$ cat src/rtl/ram_scan_ctrl.sv
// rtl/ram_scan_ctrl.sv - periodic RAM scanner with write injection and display capture
module ram_scan_ctrl #(
  parameter int TICK_CYCLES = 50000000
) (
  input  logic       clock,
  input  logic       reset,
  input  logic       wr_req,
  input  logic [4:0] wr_addr,
  input  logic [2:0] wr_data,
  input  logic [2:0] ram_q,
  output logic [4:0] ram_addr,
  output logic [2:0] ram_data,
  output logic       ram_wren,
  output logic [4:0] disp_addr,
  output logic [2:0] disp_data,
  output logic       disp_valid,
  output logic       wr_busy
);

  localparam int CW = $clog2(TICK_CYCLES);

  typedef enum logic [1:0] {IDLE, WRITE, READ, CAPTURE} state_t;

  state_t        state_q, state_d;
  logic [CW-1:0] tick_cnt_q, tick_cnt_d;
  logic          tick;
  logic [4:0]    scan_addr_q, scan_addr_d;
  logic          pend_wr_q, pend_wr_d;
  logic          pend_tick_q, pend_tick_d;
  logic [4:0]    lat_addr_q, lat_addr_d;
  logic [2:0]    lat_data_q, lat_data_d;
  logic [4:0]    disp_addr_q, disp_addr_d;
  logic [2:0]    disp_data_q, disp_data_d;
  logic          disp_valid_q, disp_valid_d;

  // Free-running step counter; tick fires on its last count
  always_comb begin
    tick       = (tick_cnt_q == CW'(TICK_CYCLES - 1));
    tick_cnt_d = tick ? '0 : tick_cnt_q + CW'(1);
  end

  // Next state, pending write/tick bookkeeping and display updates
  always_comb begin
    state_d      = state_q;
    scan_addr_d  = scan_addr_q;
    pend_wr_d    = pend_wr_q;
    pend_tick_d  = pend_tick_q;
    lat_addr_d   = lat_addr_q;
    lat_data_d   = lat_data_q;
    disp_addr_d  = disp_addr_q;
    disp_data_d  = disp_data_q;
    disp_valid_d = disp_valid_q;

    case (state_q)
      IDLE: begin
        if (wr_req) begin
          lat_addr_d  = wr_addr;
          lat_data_d  = wr_data;
          pend_wr_d   = 1'b0;
          pend_tick_d = pend_tick_q | tick;
          state_d     = WRITE;
        end else if (pend_wr_q) begin
          pend_wr_d   = 1'b0;
          pend_tick_d = pend_tick_q | tick;
          state_d     = WRITE;
        end else if (tick || pend_tick_q) begin
          // When both a pending and a fresh tick exist, one is consumed and one stays pending
          pend_tick_d = pend_tick_q & tick;
          state_d     = READ;
        end
      end
      WRITE: begin
        // Keep the displayed word coherent with a write to the same address
        if (disp_valid_q && (lat_addr_q == disp_addr_q)) begin
          disp_data_d = lat_data_q;
        end
        state_d = IDLE;
      end
      READ: begin
        state_d = CAPTURE;
      end
      CAPTURE: begin
        disp_data_d  = ram_q;
        disp_addr_d  = scan_addr_q;
        disp_valid_d = 1'b1;
        scan_addr_d  = scan_addr_q + 5'd1;
        state_d      = IDLE;
      end
      default: begin
        state_d = IDLE;
      end
    endcase

    // Requests arriving while busy are parked; the latch is only read in WRITE,
    // so overwriting it on the WRITE exit edge is harmless
    if (state_q != IDLE) begin
      if (wr_req) begin
        lat_addr_d = wr_addr;
        lat_data_d = wr_data;
        pend_wr_d  = 1'b1;
      end
      if (tick) begin
        pend_tick_d = 1'b1;
      end
    end
  end

  // State register with asynchronous reset
  always_ff @(posedge clock or posedge reset) begin
    if (reset) begin
      state_q      <= IDLE;
      tick_cnt_q   <= '0;
      scan_addr_q  <= '0;
      pend_wr_q    <= 1'b0;
      pend_tick_q  <= 1'b0;
      lat_addr_q   <= '0;
      lat_data_q   <= '0;
      disp_addr_q  <= '0;
      disp_data_q  <= '0;
      disp_valid_q <= 1'b0;
    end else begin
      state_q      <= state_d;
      tick_cnt_q   <= tick_cnt_d;
      scan_addr_q  <= scan_addr_d;
      pend_wr_q    <= pend_wr_d;
      pend_tick_q  <= pend_tick_d;
      lat_addr_q   <= lat_addr_d;
      lat_data_q   <= lat_data_d;
      disp_addr_q  <= disp_addr_d;
      disp_data_q  <= disp_data_d;
      disp_valid_q <= disp_valid_d;
    end
  end

  // RAM port and status decode straight from state and registers
  always_comb begin
    ram_wren   = (state_q == WRITE);
    ram_addr   = (state_q == WRITE) ? lat_addr_q : scan_addr_q;
    ram_data   = (state_q == WRITE) ? lat_data_q : 3'd0;
    wr_busy    = (state_q != IDLE);
    disp_addr  = disp_addr_q;
    disp_data  = disp_data_q;
    disp_valid = disp_valid_q;
  end

endmodule
$ cat config.mk
export PLATFORM = sky130hd
export DESIGN_NAME = ram_scan_ctrl
export DESIGN_NICKNAME = d
export VERILOG_FILES = /design/src/rtl/ram_scan_ctrl.sv
export SDC_FILE = /design/constraint.sdc
export NUM_CORES = 1
export LEC_CHECK = 0
export ABC_AREA = 0
export CELL_PAD_IN_SITES_DETAIL_PLACEMENT = 1
export CELL_PAD_IN_SITES_GLOBAL_PLACEMENT = 1
export CORE_MARGIN = 2
export CORE_UTILIZATION = 30
export CTS_CLUSTER_DIAMETER = 50
export DETAILED_ROUTE_END_ITERATION = 12
export PLACE_DENSITY_LB_ADDON = 0.1
export SYNTH_ARGS = -nofsm -noshare
export SYNTH_HDL_FRONTEND = slang
export SYNTH_SLANG_ARGS = --single-unit
$ cat constraint.sdc
create_clock -name clock -period 2.1 [get_ports clock]
set_input_delay 0.315 -clock clock [delete_from_list [all_inputs] [get_ports clock]]
set_output_delay 0.315 -clock clock [all_outputs]
set_load 0.01 [all_outputs]
* Word-level counts from Yosys, hierarchy flattened
Index checks and enable logic that the tools add are counted.
** Cells by class
- $add $sub $neg :: 2
- Reductions and logical operators :: 7
- Bitwise operators :: 2
- Equal/unequal tests :: 7
- Mux-type cells :: 26
** Operator list (number)
- adder 26 x 1 -> 26 bit, second input constant :: 1
- == test 26 bit, second input constant :: 1
- two-way mux 26 bit :: 1
- two-way mux 5 bit :: 5
- two-way mux 3 bit :: 6
- two-way mux 1 bit :: 9
- two-way mux 2 bit :: 3
- case mux 2 bit (3 select lines) :: 1
- case mux 3 bit (2 select lines) :: 1
- adder 5 x 1 -> 5 bit, second input constant :: 1
- == test 5 bit :: 1
- == test 2 bit, second input constant :: 2
- inequality test 4 bit, second input constant :: 1
- nonzero test 2 bit :: 2
- == test 2 x 1 -> 1 bit, second input constant :: 1
- logical NOT 2 bit :: 1
- inequality test 2 x 1 -> 1 bit, second input constant :: 1
- AND reduction 2 bit :: 1
- OR reduction 2 bit :: 1
- bitwise AND 1 bit :: 1
- logical AND 1 bit :: 1
- logical OR 1 bit :: 1
- OR 1 bit :: 1
** Word-level totals
- Word-level logic and storage cells :: 54
- Input port bits :: 14
- Bits in registers :: 52

* Longest topological paths before layout
Gate-level depths: netlist of the first run.
- Depth after elaboration :: 8
- Gate-level depth with buffers :: 7
- Gate-level depth less buffers :: 5

* Least setup slack after synthesis of the first run
Ideal clock, no wire load.
- Kind :: register to register
- Start :: reg tick_cnt_q[0]
- End :: reg tick_cnt_q[12]
- Buffers on the path :: 2
- Setup slack :: 0.421 ns
- Required time :: 1.977 ns
- Clock period less this slack :: 1.679 ns
- Arrival time :: 1.557 ns
- Cell stages (with the launch flop) :: 8
- Cells stage by stage :: dfrtp_1 -> ha_1 -> and3_1 -> clkbuf_1 -> nand4_1 -> nor3_2 -> buf_2 -> nor2_1
** On the way
- Cells in the longest elaborated chain, start to end :: 2
- Elaborated cells on any way between the ends :: 3
- Those cells by class :: add/sub (1); eq/ne (1); mux (1)
** RTL lines
- from (decl) :: RTL line 25 : logic [CW-1:0] tick_cnt_q, tick_cnt_d;
- from (signal assigned) :: RTL line 123 : tick_cnt_q <= tick_cnt_d;
- adder 26 x 1 -> 26 bit or == test 26 bit (tied branches) :: RTL line 39, 38
- two-way mux 26 bit * :: RTL line 39 : tick_cnt_d = tick ? '0 : tick_cnt_q + CW'(1);
- net tick_cnt_d[12] :: RTL line 25
The timed path passes the listed nets; every way through them passes the cells marked *.
A chain may end at the register's enable or synchronous reset.

* Final worst setup path of the first run
- Start :: reg state_q[1]
- End :: out ram_data[0]
** On the way
- Cells in the longest elaborated chain, start to end :: 2
** RTL lines
- from (decl) :: RTL line 24 : state_t state_q, state_d;
- from (signal assigned) :: RTL line 122 : state_q <= state_d;
- == test 2 x 1 -> 1 bit :: RTL line 139 : ram_data = (state_q == WRITE) ? lat_data_q : 3'd0;
- two-way mux 3 bit :: RTL line 139
- to (decl) :: RTL line 12 : output logic [2:0] ram_data,
Every way passes these cells.

==> run summary, run 1 <==
outcome: finished, final reports clean
Cell Area, Placed: 3040 µm²
Boundary Pins: 33
maximum fanout along the worst path: 5
most frequent cells in the layout: dfrtp_1 (52), nand2_1 (30), clkdlybuf4s50_1 (27)
post-route insts no fill: 389
Clock power frac: 30.6%
residual DRC count: 0
Max-Cap Viols: 0
vias in the first global route: 1900
Worst setup EP type: primary output
Cell Pwr Density: 629 nW/µm²
Core Footprint: 8220 µm²
relative slew slack: 64.4%
Comb power frac: 14.8%
number of setup violations in the final report: 0
peak per-stage delay on the critical path: 0.53 ns
Critical R2R Launch: tick_cnt_q[0]
Net Sw Power: 0.493 mW
GRT Resource Usage Total: 14.5%
first-pass GRT wire length: 9950 µm
Seq/Total Area, Yosys: 51.2%
total CTS buffers: 5
critical path launch point type: register
GP Congestion: 0.711
Yosys warnings: 0
XOR/XNOR Fraction of Synth Area: 8.27%
CTS tree: built
clock latency on the worst-skew pair: 0.31 ns
placed insts: 380
flops & latches, synth: 52
max-slew violation count: 0
post-route ant nets: 0
top cell type's share of synthesized area: 51.2%
commonest non-fill, non-tap cell in the layout: dfrtp_1
Antenna Cells: 0
worst-margin pin slew: 0.532 ns
number of synthesized flops with an enable pin: 0
post-synth cell types: 42
Crit Reg-Reg Endpoint: tick_cnt_q[20]
first drt pass iteration count: 4
largest net degree at the start of global routing: 53
Net count, final: 299
syn_nets: 258
die height: 96.0 µm
clock sink count: 52
clk_skew: 0.00485 ns
Required @ worst endpoint: 1.78 ns
Hold-fix buffers, CTS: 0
CP top delay family: buffers and inverters
Worst Path Arrival: 1.67 ns
final setup margin: 0.114 ns
die area: 9220 µm²
area grow syn2layout: 23.2%
ys async rst share: 100%
Compound-Gate Fraction of Synth Area: 5.86%
part of the cycle the worst path needs: 94.6%
Die Width: 96.0 µm
WL final: 5990 µm
sw frac: 25.0%
Synth Area in Adders: 1.38%
starting density of the core: 30.9%
RSZ-0062 raised after global routing: false
Worst Hold Class: in2async
Sequential Power Share: 54.6%
total number of vias: 1921
post-synthesis mux area share: 6.15%
Mapped Cells: 242
r2r setup slk: 0.29 ns
# rows: 33
root cell of the clock tree: clkbuf_8
Final Critical Period: 1.99 ns
final instance area: 3130 µm²
routed length per instance: 15.4 µm
area fraction in and, or, nand and nor cells after synthesis: 24.7%
post-CTS setup repair buffer count: 0
kind of critical path: reg2out
Post-DP HPWL: 4350 µm
FMAX: 503 MHz
Worst-path clk slew: 0.10 ns
ys flop type: dfrtp_1
setup_tns: 0 ns
layout cells sized above 1: 15.1%
Syn Std Cell Area: 2540 µm²
vias per inst: 4.94
initial antenna violation count: 0
H-tree levels: 2
DRC marker count from the first detailed-route iteration: 78
Core Util, Final: 38.1%
Max IR drop VDD: 0.279 mV
largest family of logic cells by synthesized area: simple AND/OR/NAND/NOR gates
synthesized area per cell: 10.5 µm²
Final Hold Viols: 0
synth top area cells: dfrtp_1 (51%), xnor2_1 (6.2%), mux2_2 (5.8%)
total gr overflow: 0
Reg2Reg Depth: 5
post-synth top area cell: dfrtp_1
dpl ws: 0.299 ns
CP max-delay cell: clkdlybuf4s50_1
CP Cell Sequence: nor2b_2, buf_4, and2_1, clkdlybuf4s50_1
PortBufs: 32
buffer depth of the longest clock path: 2
Internal: 1.48 mW
Buf+Inv Stages, Crit Path: 2
Leak: 1.33 nW
==> final cells by class <==
| cell class | instances | area (µm²) |
|---|---|---|
| fillers | 925 | 5080 |
| well taps | 105 | 131 |
| clock buffers | 6 | 82.6 |
| multi-input cells | 177 | 1180 |
| inverters | 3 | 11.3 |
| flip-flops and latches | 52 | 1300 |
| clock inverters | 2 | 10.0 |
| repair buffers | 44 | 414 |
==> cell usage after synthesis, drive strengths merged, types with 2 or more instances <==
| cell | instances |
|---|---|
| a21oi | 7 |
| a31oi | 3 |
| and2 | 5 |
| and3 | 5 |
| and4 | 4 |
| buf | 6 |
| clkbuf | 4 |
| dfrtp | 52 |
| ha | 2 |
| inv | 3 |
| mux2 | 13 |
| nand2 | 30 |
| nand2b | 2 |
| nand3 | 15 |
| nand4 | 11 |
| nor2 | 15 |
| nor2b | 2 |
| nor3 | 5 |
| nor3b | 2 |
| nor4 | 3 |
| nor4b | 2 |
| o21a | 2 |
| o21ai | 7 |
| o31ai | 4 |
| or3 | 4 |
| or4 | 4 |
| xnor2 | 18 |
| xor2 | 6 |
==> how the worst max path moves through the flow <==
stage,depth (start not counted),to,start
2_1_floorplan,7,tick_cnt_q[12],tick_cnt_q[0]
3_3_place_gp,4,ram_addr[2],state_q[1]
3_5_place_dp,5,tick_cnt_q[20],tick_cnt_q[0]
4_1_cts,4,ram_data[0],state_q[1]
5_1_grt,4,ram_data[0],state_q[1]
6_report,4,ram_data[0],state_q[1]
==> power groups by stage <==
stage	logic (mW)	registers (mW)	clock network, mW
after floorplan	0.130	1.10	0
after global placement	0.300	1.10	0
after detailed placement	0.301	1.10	0
after CTS	0.292	1.08	0.643
after global routing	0.323	1.08	0.679
final	0.291	1.08	0.603
==> cell families (layout without fill, tap and decap cells) <==
logic type      Yosys count  in the layout
simple gates            112            112
flops                    52             52
compound gates           24             24
xor+xnor                 24             24
mux                      14             14
buf+inv                  13             55
fa+ha+maj                 3              3
==> repair_timing <==
action	CTS	global route
gates resized for setup	5	2
endpoints found under the setup margin	5	1
gates cloned	0	1
==> layer usage <==
metal / part of all wire [%] / GRT usage (%) / routed length, µm
met2: 44 / 20.9 / 2670
met5: 0 / 0 / 0
met1: 51 / 21.2 / 3080
met4: 1.3 / 4.29 / 76
met3: 2.8 / 3.76 / 169
==> stage by stage <==
| stage | power, mW | hold slack [ns] |
|---|---|---|
| global route | 2.08 | 0.376 |
| global placement | 1.40 | 0.475 |
| finish | 1.97 | 0.355 |
| CTS | 2.01 | 0.370 |
| detailed placement | 1.40 | 0.489 |
| floorplan | 1.23 | 0.448 |
==> worst reg2reg max path, cell delays in order (launching register included) <==
cell	delay (ns)
dfrtp_1	0.40
ha_1	0.22
nand4_1	0.14
or3_4	0.40
or4_1	0.42
a21oi_1	0.16
Note: power is estimated with default switching activity, not from simulation.
==> inputs of run 2 (changes only) <==
--- a/config.mk
+++ b/config.mk
@@ -13,6 +13,7 @@
 export CTS_CLUSTER_DIAMETER = 50
 export DETAILED_ROUTE_END_ITERATION = 12
 export PLACE_DENSITY_LB_ADDON = 0.1
+export SKIP_LAST_GASP = 1
 export SYNTH_ARGS = -nofsm -noshare
 export SYNTH_HDL_FRONTEND = slang
 export SYNTH_SLANG_ARGS = --single-unit
==> results of run 2 <==
Final layout, timing and power as in run 1 (identical DEF).
==> inputs of run 3 (changes only) <==
--- a/config.mk
+++ b/config.mk
@@ -11,6 +11,7 @@
 export CORE_MARGIN = 2
 export CORE_UTILIZATION = 30
 export CTS_CLUSTER_DIAMETER = 50
+export CTS_CLUSTER_SIZE = 30
 export DETAILED_ROUTE_END_ITERATION = 12
 export PLACE_DENSITY_LB_ADDON = 0.1
 export SKIP_LAST_GASP = 1
==> results of run 3 <==
Final layout, timing and power as in run 1 (identical DEF).
